<file path="config.mk">
export PLATFORM = sky130hd
export DESIGN_NAME = comb_pingpong_ctrl_flat
export DESIGN_NICKNAME = d
export VERILOG_FILES = /design/src/rtl/comb_pingpong_ctrl_if.sv /design/src/rtl/comb_pingpong_ctrl.sv /design/src/flat_wrapper.sv
export SDC_FILE = /design/constraint.sdc
export NUM_CORES = 1
export LEC_CHECK = 0
export CORE_MARGIN = 3
export CORE_UTILIZATION = 50
export CTS_CLUSTER_DIAMETER = 30
export DETAILED_ROUTE_END_ITERATION = 10
export GPL_ROUTABILITY_DRIVEN = 0
export GPL_TIMING_DRIVEN = 0
export PLACE_DENSITY = 0.77
export SETUP_SLACK_MARGIN = 0.1
export SLEW_MARGIN = 10
export SYNTH_ARGS = -nofsm -noshare
export SYNTH_HDL_FRONTEND = slang
export SYNTH_SLANG_ARGS = --single-unit
export TNS_END_PERCENT = 1
</file>
<file path="constraint.sdc">
create_clock -name clock -period 3.4 [get_ports clock]
set_clock_uncertainty 0.05 [all_clocks]
set_input_delay 0.34 -clock clock [delete_from_list [all_inputs] [get_ports clock]]
set_output_delay 0.34 -clock clock [all_outputs]
set_load 0.02 [all_outputs]
</file>
<file path="src/rtl/comb_pingpong_ctrl_if.sv">
// Handshake bundle between the combination producer, the fit consumer and the
// ping-pong bank controller.
interface comb_pingpong_ctrl_if #(
  parameter int ADDR_W = 7
);
  logic              wr_valid;
  logic              wr_last;
  logic              wr_ready;
  logic              wr_en;
  logic              wr_bank;
  logic [ADDR_W-1:0] wr_addr;
  logic              rd_valid;
  logic              rd_en;
  logic              rd_bank;
  logic [ADDR_W-1:0] rd_addr;
  logic              rd_last;
  logic [ADDR_W:0]   rd_count;
  logic [15:0]       ev_count;
  logic              err_overflow;

  modport slave (
    input  wr_valid, wr_last, rd_en,
    output wr_ready, wr_en, wr_bank, wr_addr,
    output rd_valid, rd_bank, rd_addr, rd_last, rd_count,
    output ev_count, err_overflow
  );

  modport master (
    output wr_valid, wr_last, rd_en,
    input  wr_ready, wr_en, wr_bank, wr_addr,
    input  rd_valid, rd_bank, rd_addr, rd_last, rd_count,
    input  ev_count, err_overflow
  );
endinterface

</file>
<file path="src/rtl/comb_pingpong_ctrl.sv">
// Two-bank ping-pong controller: the writer fills one bank while the reader
// drains the other; banks are handed over whole events at a time.
module comb_pingpong_ctrl #(
  parameter int ADDR_W = 7
) (
  input logic                  clock,
  input logic                  reset_n,
  comb_pingpong_ctrl_if.slave  bus
);

  localparam int CW = ADDR_W + 1;
  localparam logic [ADDR_W-1:0] ADDR_MAX = '1;

  typedef enum logic [1:0] {
    BANK_EMPTY   = 2'd0,
    BANK_FILLING = 2'd1,
    BANK_FULL    = 2'd2
  } bank_st_e;

  bank_st_e          st_q   [2];
  bank_st_e          st_d   [2];
  logic [CW-1:0]     cnt_q  [2];
  logic [CW-1:0]     cnt_d  [2];
  logic              wsel_q, wsel_d;
  logic              rsel_q, rsel_d;
  logic [ADDR_W-1:0] wcnt_q, wcnt_d;
  logic [ADDR_W-1:0] rcnt_q, rcnt_d;
  logic [15:0]       ev_q, ev_d;
  logic              err_q, err_d;

  logic wr_ready, wr_en, wr_close;
  logic rd_valid, rd_last, rd_fire;

  always_comb begin
    wr_ready = (st_q[wsel_q] != BANK_FULL);
    wr_en    = bus.wr_valid & wr_ready;
    wr_close = wr_en & (bus.wr_last | (wcnt_q == ADDR_MAX));
    rd_valid = (st_q[rsel_q] == BANK_FULL);
    // Gate the compare so an unwritten count register never leaks into rd_last.
    rd_last  = rd_valid & ({1'b0, rcnt_q} == (cnt_q[rsel_q] - CW'(1)));
    rd_fire  = bus.rd_en & rd_valid;
  end

  always_comb begin
    st_d[0] = st_q[0];
    st_d[1] = st_q[1];
    cnt_d[0] = cnt_q[0];
    cnt_d[1] = cnt_q[1];
    wsel_d  = wsel_q;
    rsel_d  = rsel_q;
    wcnt_d  = wcnt_q;
    rcnt_d  = rcnt_q;
    ev_d    = ev_q;
    err_d   = err_q;

    if (wr_en) begin
      st_d[wsel_q] = BANK_FILLING;
      wcnt_d       = wcnt_q + ADDR_W'(1);
      if (wr_close) begin
        cnt_d[wsel_q] = {1'b0, wcnt_q} + CW'(1);
        st_d[wsel_q]  = BANK_FULL;
        wsel_d        = ~wsel_q;
        wcnt_d        = '0;
        ev_d          = ev_q + 16'd1;
        // Depth ran out before the producer marked the end of the event.
        if (!bus.wr_last) err_d = 1'b1;
      end
    end

    // The read bank is FULL and the write bank is not, so these never alias.
    if (rd_fire) begin
      rcnt_d = rcnt_q + ADDR_W'(1);
      if (rd_last) begin
        st_d[rsel_q] = BANK_EMPTY;
        rsel_d       = ~rsel_q;
        rcnt_d       = '0;
      end
    end
  end

  always_ff @(posedge clock or negedge reset_n) begin
    if (!reset_n) begin
      st_q[0] <= BANK_EMPTY;
      st_q[1] <= BANK_EMPTY;
      wsel_q  <= 1'b0;
      rsel_q  <= 1'b0;
      wcnt_q  <= '0;
      rcnt_q  <= '0;
      ev_q    <= '0;
      err_q   <= 1'b0;
    end else begin
      st_q[0] <= st_d[0];
      st_q[1] <= st_d[1];
      wsel_q  <= wsel_d;
      rsel_q  <= rsel_d;
      wcnt_q  <= wcnt_d;
      rcnt_q  <= rcnt_d;
      ev_q    <= ev_d;
      err_q   <= err_d;
    end
  end

  // Event lengths are only observed while their bank is FULL.
  always_ff @(posedge clock) begin
    cnt_q[0] <= cnt_d[0];
    cnt_q[1] <= cnt_d[1];
  end

  assign bus.wr_ready     = wr_ready;
  assign bus.wr_en        = wr_en;
  assign bus.wr_bank      = wsel_q;
  assign bus.wr_addr      = wcnt_q;
  assign bus.rd_valid     = rd_valid;
  assign bus.rd_bank      = rsel_q;
  assign bus.rd_addr      = rcnt_q;
  assign bus.rd_last      = rd_last;
  assign bus.rd_count     = rd_valid ? cnt_q[rsel_q] : '0;
  assign bus.ev_count     = ev_q;
  assign bus.err_overflow = err_q;

endmodule

</file>
<file path="src/flat_wrapper.sv">
// flat-port wrapper written by rule: the top's interface ports become plain ports
module comb_pingpong_ctrl_flat 
#(
  parameter int ADDR_W = 7
)
  (clock, reset_n, bus_wr_valid, bus_wr_last, bus_rd_en, bus_wr_ready, bus_wr_en, bus_wr_bank, bus_wr_addr, bus_rd_valid, bus_rd_bank, bus_rd_addr, bus_rd_last, bus_rd_count, bus_ev_count, bus_err_overflow);
  comb_pingpong_ctrl_if #(.ADDR_W(ADDR_W)) bus_i ();
  input logic clock;
  input logic reset_n;
  input wire logic [$bits(bus_i.wr_valid)-1:0] bus_wr_valid;
  input wire logic [$bits(bus_i.wr_last)-1:0] bus_wr_last;
  input wire logic [$bits(bus_i.rd_en)-1:0] bus_rd_en;
  output wire logic [$bits(bus_i.wr_ready)-1:0] bus_wr_ready;
  output wire logic [$bits(bus_i.wr_en)-1:0] bus_wr_en;
  output wire logic [$bits(bus_i.wr_bank)-1:0] bus_wr_bank;
  output wire logic [$bits(bus_i.wr_addr)-1:0] bus_wr_addr;
  output wire logic [$bits(bus_i.rd_valid)-1:0] bus_rd_valid;
  output wire logic [$bits(bus_i.rd_bank)-1:0] bus_rd_bank;
  output wire logic [$bits(bus_i.rd_addr)-1:0] bus_rd_addr;
  output wire logic [$bits(bus_i.rd_last)-1:0] bus_rd_last;
  output wire logic [$bits(bus_i.rd_count)-1:0] bus_rd_count;
  output wire logic [$bits(bus_i.ev_count)-1:0] bus_ev_count;
  output wire logic [$bits(bus_i.err_overflow)-1:0] bus_err_overflow;
  assign bus_i.wr_valid = bus_wr_valid;
  assign bus_i.wr_last = bus_wr_last;
  assign bus_i.rd_en = bus_rd_en;
  assign bus_wr_ready = bus_i.wr_ready;
  assign bus_wr_en = bus_i.wr_en;
  assign bus_wr_bank = bus_i.wr_bank;
  assign bus_wr_addr = bus_i.wr_addr;
  assign bus_rd_valid = bus_i.rd_valid;
  assign bus_rd_bank = bus_i.rd_bank;
  assign bus_rd_addr = bus_i.rd_addr;
  assign bus_rd_last = bus_i.rd_last;
  assign bus_rd_count = bus_i.rd_count;
  assign bus_ev_count = bus_i.ev_count;
  assign bus_err_overflow = bus_i.err_overflow;
  comb_pingpong_ctrl #(.ADDR_W(ADDR_W)) u_core (.clock(clock), .reset_n(reset_n), .bus(bus_i));
endmodule
</file>
# Yosys cells after proc, flatten, opt, wreduce, memory -nomap -nowiden
# Memory sizes are Yosys's and may differ from the RTL's.
# Cells that the tools add are included.
dict set report totals {
  ramBits 16
  input_bits 5
  ff_bits 37
  rom_bits 0
  n_memories 1
  out_inout_bits 45
  latchBits 0
}
dict set report classes {
  bitwise 18
  reduce_logical 5
  addsub 5
  div_mod_pow 0
  mul 0
  muxes 22
  n_eq_ne 4
  shift 0
  magnitude_cmp 4
}
# memory words word_bits rd rd_clocked_by_memory_dff wr line
set memory_table {}
lappend memory_table {u_core.cnt_q 2 8 3 0 2 comb_pingpong_ctrl.sv:22} ;# logic [CW-1:0] cnt_q [2];
# operator count
set ops {}
lappend ops {{16-bit 2-to-1 mux} 2}
lappend ops {{16-bit by 1-bit adder with 16-bit output, second input constant} 1}
lappend ops {{16-bit bitwise mux} 1}
lappend ops {{2-bit 2-to-1 mux} 8}
lappend ops {{4-bit 2-to-1 mux} 4}
lappend ops {{8-bit 2-to-1 mux} 2}
lappend ops {{7-bit by 1-bit adder with 7-bit output, second input constant} 2}
lappend ops {{7-bit 2-to-1 mux} 2}
lappend ops {{7-bit by 1-bit adder with 8-bit output, second input constant} 1}
lappend ops {{8-bit demux with 1-bit select} 1}
lappend ops {{7-bit by 8-bit == test with 1-bit output} 1}
lappend ops {{8-bit by 1-bit subtractor with 8-bit output, second input constant} 1}
lappend ops {{7-bit == test, second input constant} 1}
lappend ops {{1-bit AND} 4}
lappend ops {{2-bit AND} 2}
lappend ops {{4-bit AND} 1}
lappend ops {{2-bit demux with 1-bit select} 2}
lappend ops {{2-bit >= comparator, second input constant} 2}
lappend ops {{2-bit by 1-bit < comparator with 1-bit output, second input constant} 2}
lappend ops {{1-bit inverter with 2-bit output} 2}
lappend ops {{2-bit inverter} 2}
lappend ops {{4-bit inverter} 1}
lappend ops {{2-bit bitwise OR} 2}
lappend ops {{2-bit AND reduction} 2}
lappend ops {{6 further kinds} 9}

# Depth between registers and ports, before layout
# Gate-level depths: netlist of the first run.
dict set report depth {
  ltp_word 13
  mapped_depth 10
  mapped_depth_nobuf 8
}

# Worst setup path before layout of the first run
# OpenSTA, ideal clock, no wires.
dict set report synth_timing {
  path_type {register -> output}
  startpoint {reg u_core.rsel_q (netlist: u_core.bus.rd_bank)}
  endpoint {out bus_rd_last}
  stages_incl_launch_ff 10
  required_ps 3010
  n_path_buf 2
  t_arrival_ps 2323
  setup_slack_ps 687
  path_cell_list {dfrtp_1 > buf_6 > buf_6 > mux2i_1 > ha_1 > xor2_1 > xnor2_1 > nor4_2 > nand4_2 > nor2_1}
}
dict set report synth_between {
  elab_chain_cells 6
  elab_cells_between_ends 9
  cone_classes {1 x add/sub; 2 x eq/ne; 3 x mux; 2 x bitwise; 1 x memory}
}
# item line
set synth_rtl {}
lappend synth_rtl {{start, declared} comb_pingpong_ctrl.sv:25} ;# logic rsel_q, rsel_d;
lappend synth_rtl {{start signal, assigned} comb_pingpong_ctrl.sv:95} ;# rsel_q <= rsel_d;
lappend synth_rtl {{branches (longest 5 deep; another with memory read 2 x 8 bit)} -}
lappend synth_rtl {{1-bit AND *} comb_pingpong_ctrl.sv:40} ;# rd_last = rd_valid & ({1'b0, rcnt_q} == (cnt_q[rsel_q] - CW'(1)));
lappend synth_rtl {{end, declared} flat_wrapper.sv:20} ;# output wire logic [$bits(bus_i.rd_last)-1:0] bus_rd_last;
# Mark *: on every way between the ends. The select of a mux whose other input is x is not followed.

# Worst setup path after layout of the first run
# Same ends and word-level chain as after synthesis.

==> metrics list, run 1 <==
* Run status: completed
- Final routed DRC violation total: 0
* Crit path arrival time: 2690 ps
* Total global routing track utilization: 0.1892
- Total number of vias: 2028
- Area Overhead vs Synth: 25.84%
- For flop-to-flop paths, the worst setup slack is 620 ps.
- Critical-path cell list: buf_6 -> buf_6 -> mux2i_2 -> ha_1 -> xor2_1 -> xnor2_1 -> nor4_2 -> nand4_2 -> nor2_1 -> clkbuf_2
- The floorplan step set the die width to 79.11 µm.
- Top-level I/O count: 50
- Detailed router's first-iteration violation count: 140
- Derived from the worst setup path, the maximum achievable clock frequency is 0.3250 GHz.
- Remaining max-slew budget at the tightest pin: 0.3089
- Of the cells placed in the final design, the portion with a size suffix greater than 1 is 0.07541.
- Clock network latency to the later pin of the worst-skew pair: 300 ps
- Critical R2R Launch: u_core.bus.rd_bank$_DFFE_PN0P_
- The via count of the first global-routing pass came to 1952.
* Depth of the most critical reg-to-reg path: 10
- In this run the worst hold path is classified as in -> async.
- Proportion of synthesized chip area in sequential cells: 0.5262
- Ratio of total power to cell area: 636.1 mW/mm²
- Number of sinks driven by the clock tree: 53
- The mapped netlist covers 0.002673 mm².
- Of the post-synthesis cell area, the dominant cell type holds 0.3464.
- Category of the most critical setup path: reg -> out
- In the routed layout, each cell is associated on average with a via count of 5.452.
* Count of nets after finishing: 313
- Syn Area/Cell: 10.86 µm²
* CTS Root Cell: clkbuf_8
- Entering global routing, the biggest net connects 33 pins.
- Final cell count without fillers: 372
* Starting density of the core: 0.5408
- Yosys mapped a number of flops with a built-in enable equal to 16.
* Overall power consumption: 0.002140 W
- 0 antenna diodes ended up in the layout.
- Cell leakage power: 1.367 nW
- Yosys printed 0 warnings.
* Total global routing overflow: 0
- Post-CTS Setup Repair Bufs: 0
- Full die area: 0.006258 mm²
* Distinct cells, synth: 45
- Setup repair after global routing missed its margin: no
- Clock-pin slew was measured on the worst setup and hold paths at 90 ps.
* Synth area leaders: dfrtp_1 (35%), edfxtp_1 (18%), xnor2_1 (6.6%), xor2_1 (3.9%), nand2_1 (3.2%)
* Largest fanout of any net on the critical path: 10
- Die Y-Extent: 79.11 µm
- The first TritonRoute pass finished after 4 iterations.
* Required @ worst endpoint: 3010 ps
- STA classifies the critical path startpoint as a flip-flop.
* Peak supply drop: 466.1 µV
- For this run, the share of the core covered by cells in the final layout is 0.6805.
- After floorplanning, the core was sized to cover 0.004942 mm².
- Setup violations remaining at the end of the flow were counted as 0.
* Total Wirelength: 5.475 mm
* Number of instances in the placed design: 363
- The synthesized design spends more area on one cell type than any other, namely dfrtp_1.
- Max-cap violations in this run came to 0.
* TritonCTS clock tree: yes
- In the synthesized netlist the dominant register cell turns out to be dfrtp_1.
- The first global-routing pass estimated 9.170 mm of wire.
- Max-slew violation total from the final report: 0
* Crit path max-delay cell type: dfrtp_1
- Synth cell count leaders: dfrtp_1 (37), nand2_1 (23), nor2_1 (21)
- Setup TNS: 0 ps
- In this run the tool buffered the top-level ports with 49 buffer cells.
* Capturing point of the worst reg2reg path: u_core.bus.rd_addr[5]$_DFFE_PN0P_
- Actual slew at the worst max-slew pin: 1029 ps
- In this design, the critical path's most frequently occurring cell is buf_6.
- Hold Vio Cnt, Final: 0
* Maximum root-to-sink buffer count: 2
* Proportion of synthesized flip-flops having asynchronous set or reset: 0.6981
- By instance count, the leading cell after synthesis is dfrtp_1.
- Setup crit end kind: primary output
- The routed design could run at a clock period as short as 3077 ps.
- In this run the core area contains 25 standard-cell rows.
* Antenna Violating Nets Remaining: 0
- The initial antenna violation count was 0.
- Counting the buffers created by CTS gives 5.
- Clock H-tree levels: 2
- Summed over all nets, the half-perimeter wirelength after detailed placement is 4.116 mm.
- In the final routed layout, each cell accounts on average for 14.72 µm.
- For this run, the slowest stage of the critical path takes 370 ps.
- Post-route clock period utilization: 0.9050
- Synthesis produced a netlist with a net count of 255.
- Synthesized instance count: 246
- Synthesis inferred 53 register bits.
-- worst max-delay path: cells and delay by family (launching register included) --
kind / cells / cell delay (ps)
xor+xnor: 2 / 260
simple gates: 3 / 680
fa+ha+maj: 1 / 230
flops: 1 / 370
mux: 1 / 310
buf+inv: 3 / 520
-- layout by cell type, fill, tap and decap left out, types with 3 or more instances in the layout --
| master | count |
|---|---|
| nor4b_1 | 5 |
| inv_1 | 4 |
| nand3_1 | 13 |
| clkbuf_1 | 5 |
| mux2i_1 | 6 |
| nand4_1 | 4 |
| xnor2_1 | 20 |
| nor3_1 | 5 |
| nor2b_1 | 3 |
| o22ai_1 | 4 |
| edfxtp_1 | 16 |
| o21ai_0 | 14 |
| nand2b_1 | 4 |
| and3_1 | 10 |
| dfrtp_1 | 37 |
| ha_1 | 4 |
| clkbuf_8 | 5 |
| nor2_1 | 21 |
| clkdlybuf4s50_1 | 47 |
| a21oi_1 | 4 |
| nand2_1 | 23 |
| xor2_1 | 12 |
-- registers in the layout, summed over array words and instances, names as in the netlist --
| register | count |
|---|---|
| u_core.bus.wr_bank | 1 |
| u_core.bus.ev_count | 16 |
| u_core.cnt_q | 16 |
| u_core.bus.rd_addr | 7 |
| u_core.bus.wr_addr | 7 |
| u_core.st_q | 4 |
| u_core.bus.rd_bank | 1 |
| u_core.bus.err_overflow | 1 |
-- how the worst max path moves through the flow --
stage                  end  slack (ps)  depth (start not counted)                            from
6_report       bus_rd_last         320                         10  u_core.bus.rd_bank$_DFFE_PN0P_
3_5_place_dp   bus_rd_last         150                         10  u_core.bus.rd_bank$_DFFE_PN0P_
3_3_place_gp   bus_rd_last         120                         10  u_core.bus.rd_bank$_DFFE_PN0P_
2_1_floorplan  bus_rd_last         690                          9  u_core.bus.rd_bank$_DFFE_PN0P_
4_1_cts        bus_rd_last         140                         10  u_core.bus.rd_bank$_DFFE_PN0P_
5_1_grt        bus_rd_last         120                         10  u_core.bus.rd_bank$_DFFE_PN0P_
-- stage by stage --
stage          area (µm²)  setup slack (ps)  hold WS [ps]
2_1_floorplan        2673             686.9        -5.591
3_3_place_gp         3247             117.6         411.3
3_5_place_dp         3262             147.8         139.1
4_1_cts              3362             140.5         347.8
5_1_grt              3363             117.9         379.4
6_report             3363             323.1         355.9
-- layout make-up --
cell class | instances | area, µm²
inverters | 4 | 15.01
multi-input cells | 183 | 1226
clock buffers | 7 | 76.32
well taps | 67 | 83.83
plain buffers | 6 | 37.54
flip-flops and latches | 53 | 1406
fillers | 401 | 1579
repair buffers | 51 | 510.5
clock inverters | 1 | 7.507
-- what timing repair did --
action / in CTS / in global routing
endpoints found under the hold margin: 5 / 0
gates resized for setup: 3 / 2
setup endpoints to repair: 1 / 1
hold buffers: 1 / 0
pin swaps: 0 / 0
-- per-layer routing --
metal	vias up	GRT usage	wire, µm
met5	-	0	0
met4	0	0.06186	71
met3	5	0.04649	240
met2	38	0.3123	2578
met1	989	0.2449	2585
li1	996	-	-
-- kinds of logic after synthesis --
family,share of synthesized area
and+or+nand+nor,0.2182
buffers and inverters,0.01966
DFF,0.5262
AOI/OAI and AO/OA,0.06976
adders and majority gates,0.01873
muxes,0.04260
xor gates and xnor gates,0.1049
-- power by group --
part | switching (W) | internal, W | leakage, nW
clock network | 0.000196 | 0.000146 | 0.0385
registers | 0.000149 | 0.000792 | 0.631
logic | 0.000465 | 0.000391 | 0.697
No activity file was read; power rests on OpenSTA's default activity.
==> run 2, diff against run 1 <==
--- a/config.mk
+++ b/config.mk
@@ -5,6 +5,7 @@
 export SDC_FILE = /design/constraint.sdc
 export NUM_CORES = 1
 export LEC_CHECK = 0
+export CAP_MARGIN = 20
 export CORE_MARGIN = 3
 export CORE_UTILIZATION = 50
 export CTS_CLUSTER_DIAMETER = 30
==> run 2 against run 1 <==
  * Count of clock-buffer cells in the layout shrank 1
  * Combinational power hardly changed
  * Clock power down 2%
  * Critical path depth is the same
  * Register-to-register slack better by 70 ps
  * Sequential power about the same
  * Die area unchanged
  * Global-route usage shrank 0.41 points
  * Wire length fell by 0.82%
  * Critical endpoint unchanged
==> metrics list, run 2 (synthesized netlist as in run 1, its figures left out) <==
* Detailed-router iteration count before antenna repair: 4 (unchanged)
* CTS Root Cell: clkbuf_8
* Type of the worst min-delay path: in -> async
- Number of standard-cell rows in the floorplan: 25 (unchanged)
- Crit path max-delay cell type: dfrtp_1
* Final setup fails: 0 (unchanged)
- Final routed DRC violation total: 0 (unchanged)
- The leakage power summed over all cells was 1.382 nW (+1.2%).
- Depth of the most critical reg-to-reg path: 10 (unchanged)
- The area of placed instances was 0.003267 mm² (+0.15%).
* Remaining max-slew budget at the tightest pin: 0.5802 (+0.2713)
- Detailed router's first-iteration violation count: 105 (-25%)
* Number of antenna violations at the first check in global routing: 0 (unchanged)
- The period utilization was 0.8983 (-0.006684).
* Clock network power share: 0.157 (-0.003)
- Sort of element at the start of the critical path: flip-flop
- Category of the most critical setup path: reg -> out
- Compared with the post-synthesis result, the final layout area differs by 26.31%.
- Total global routing track utilization: 0.1851 (-0.004104)
- Comb power frac: 0.402 (+0.002)
- Core outline area: 0.004942 mm² (unchanged)
- I/O Buffers: 49 (unchanged)
- Final cell count without fillers: 374 (+0.54%)
- Highest clock rate: 0.3274 GHz (+0.74%)
* Most used cells in the layout excluding fill and tap cells: clkdlybuf4s50_1 (47), dfrtp_1 (37), nand2_1 (23)
* Total number of vias: 2024 (-0.20%)
- The via count of the first global-routing pass is 1940 (-0.61%).
- Reported net switching power: 0.0008060 W (-0.53%)
- STA classifies the critical path endpoint as a primary output.
- The CTS clock-pin slew for the worst setup and hold paths came to 90 ps (about the same).
* Die Y-Extent: 79.11 µm (unchanged)
- The count of boundary I/O pins is 50 (unchanged).
- The switching share of power came to 0.3775 (-0.001203).
* Critical R2R Launch: u_core.bus.rd_bank$_DFFE_PN0P_
- Fraction of layout instances using a drive strength above 1: 0.08143 (+0.006023)
* Antenna Violating Nets Remaining: 0 (unchanged)
- Most frequent standard cell in the layout excluding fill and tap cells: clkdlybuf4s50_1
- Overall power consumption: 0.002135 W (-0.22%)
- Max capacitance violation total: 0 (unchanged)
* Share of total power in sequential cells: 0.441 (about the same)
- The global-route wire length before repair is 9.197 mm (+0.29%).
- The final net count was 315 (+0.64%).
- The placed wire-length estimate was 4.100 mm (-0.38%).
- Hold Vio Cnt, Final: 0 (unchanged)
* Crit path arrival time: 2660 ps (-30 ps)
- The total wire length after detailed routing is 5.430 mm (-0.82%).
* Post-layout minimum cycle time: 3054 ps (-22.73 ps)
* Horiz. Die Dim: 79.11 µm (unchanged)
- Library cell appearing most often on the critical path: buf_6
- The reg2reg setup slack is 690 ps (+70 ps).
- Setup repair after global routing missed its margin: no
* Actual slew at the worst max-slew pin: 621.0 ps (-407.8 ps)
- The delay of the slowest critical-path stage is 370 ps (about the same).
* Ratio of total power to cell area: 632.4 mW/mm² (-0.59%)
- The area of all placed cells without fillers came to 0.003376 mm² (+0.37%).
- Post-CTS Setup Repair Bufs: 0 (unchanged)
- Full die area: 0.006258 mm² (unchanged)
- The clock latency on the worst-skew pair was 300 ps (about the same).
- Setup TNS: 0 ps (unchanged)
- The maximum fanout along the worst path is 10 (unchanged).
* Starting density of the core: 0.5408 (unchanged)
- The internal cell power is 0.001329 W (about the same).
- Run status: completed
- Number of sinks driven by the clock tree: 53 (unchanged)
* Number of buffers created by CTS: 5 (unchanged)
- In this run the critical register-to-register path is captured at u_core.bus.rd_addr[5]$_DFFE_PN0P_.
- The via count normalized by instance count is 5.412 (-0.73%).
* Antenna fix cells: 0 (unchanged)
- The largest net degree at the start of global routing is 33 (unchanged).
- The worst-case clock buffer depth came to 2 (unchanged).
- The number of levels in the clock H-tree is 2 (unchanged).
- The largest voltage drop on the vdd net was 427.8 µV (-8.2%).
- TritonCTS built the clock tree.
- The total congestion overflow after global routing is 0 (unchanged).
- Walking the worst path, the cells encountered are buf_6 -> buf_6 -> mux2i_2 -> ha_1 -> xor2_1 -> xnor2_1 -> nor4_2 -> nand4_2 -> nor2_1 -> clkbuf_2.
- The number of max-slew violations in the final report is 0 (unchanged).
* WL/cell: 14.52 µm (-1.4%)
- The required time reported for the critical path endpoint is 3010 ps (about the same).
- The number of cells after detailed placement came to 364 (+0.28%).
-- run 2: changes by cell type in the layout (fill, tap and decap cells not counted), sizes merged --
cell,delta
buf,+1
clkinv,+2
clkinvlp,-1
-- run 2: worst max-delay path, delay by kind of cell (launching register included) --
kind / cells / cell delay (ps)
AND/OR/NAND/NOR: 3 / 690
buffers and inverters: 3 / 530
XOR/XNOR: 2 / 260
adder cells (fa/ha/maj): 1 / 230
flip-flops: 1 / 370
multiplexers: 1 / 290
-- run 2: layer usage --
metal  vias up  track usage  part of all wire
met4         0      0.04639            0.0098
met3         5      0.03968             0.057
li1        996            -                 -
met2        57       0.3123              0.49
met5         -            0                 0
met1       966       0.2436              0.45
-- run 2: power groups by stage --
| stage | combinational (W) | sequential, W | clock [W] |
|---|---|---|---|
| CTS | 0.000865 | 0.000940 | 0.000345 |
| floorplan | 0.000440 | 0.00100 | 0 |
| detailed placement | 0.000859 | 0.000950 | 0 |
| global route | 0.000938 | 0.000966 | 0.000368 |
| global placement | 0.000837 | 0.000948 | 0 |
| finish | 0.000858 | 0.000941 | 0.000336 |
-- run 2: layout make-up --
cell class,count,area [µm²]
buffer,6,37.54
clock buffer,6,72.57
clock inverter,2,10.01
fill,392,1567
inverter,4,15.01
multi-input combinational,183,1230
sequential,53,1406
tap,67,83.83
timing repair buffer,53,520.5
-- run 2: how the worst max path moves through the flow --
stage / slack (ps) / from / endpoint / cells after the start
6_report: 350 / u_core.bus.rd_bank$_DFFE_PN0P_ / bus_rd_last / 10
5_1_grt: 160 / u_core.bus.rd_bank$_DFFE_PN0P_ / bus_rd_last / 10
4_1_cts: 120 / u_core.bus.rd_bank$_DFFE_PN0P_ / bus_rd_last / 10
2_1_floorplan: 690 / u_core.bus.rd_bank$_DFFE_PN0P_ / bus_rd_last / 9
3_5_place_dp: 120 / u_core.bus.rd_bank$_DFFE_PN0P_ / bus_rd_last / 10
3_3_place_gp: 120 / u_core.bus.rd_bank$_DFFE_PN0P_ / bus_rd_last / 10
-- run 2: through the flow --
step	worst slack, ps	utilization	hold WS [ps]
4_1_cts	123.3	0.6810	349.8
6_report	345.8	0.6830	348.3
3_3_place_gp	117.6	0.6570	411.3
5_1_grt	161.6	0.6830	375.9
3_5_place_dp	119.7	0.6610	138.3
2_1_floorplan	686.9	-	-5.591
-- run 2: timing repair --
item                                    4_1_cts  5_1_grt
pin swaps                                     0        0
endpoints found under the setup margin        1        1
hold endpoints to repair                      5        0
gates resized for setup                       3        3
hold buffers                                  1        0
==> run 3, diff against run 2 <==
--- a/config.mk
+++ b/config.mk
@@ -14,6 +14,7 @@
 export GPL_TIMING_DRIVEN = 0
 export PLACE_DENSITY = 0.77
 export SETUP_SLACK_MARGIN = 0.1
+export SKIP_LAST_GASP = 1
 export SLEW_MARGIN = 10
 export SYNTH_ARGS = -nofsm -noshare
 export SYNTH_HDL_FRONTEND = slang
==> results of run 3 <==
Same layout as run 2: the final DEF is identical, and so are final timing and power.
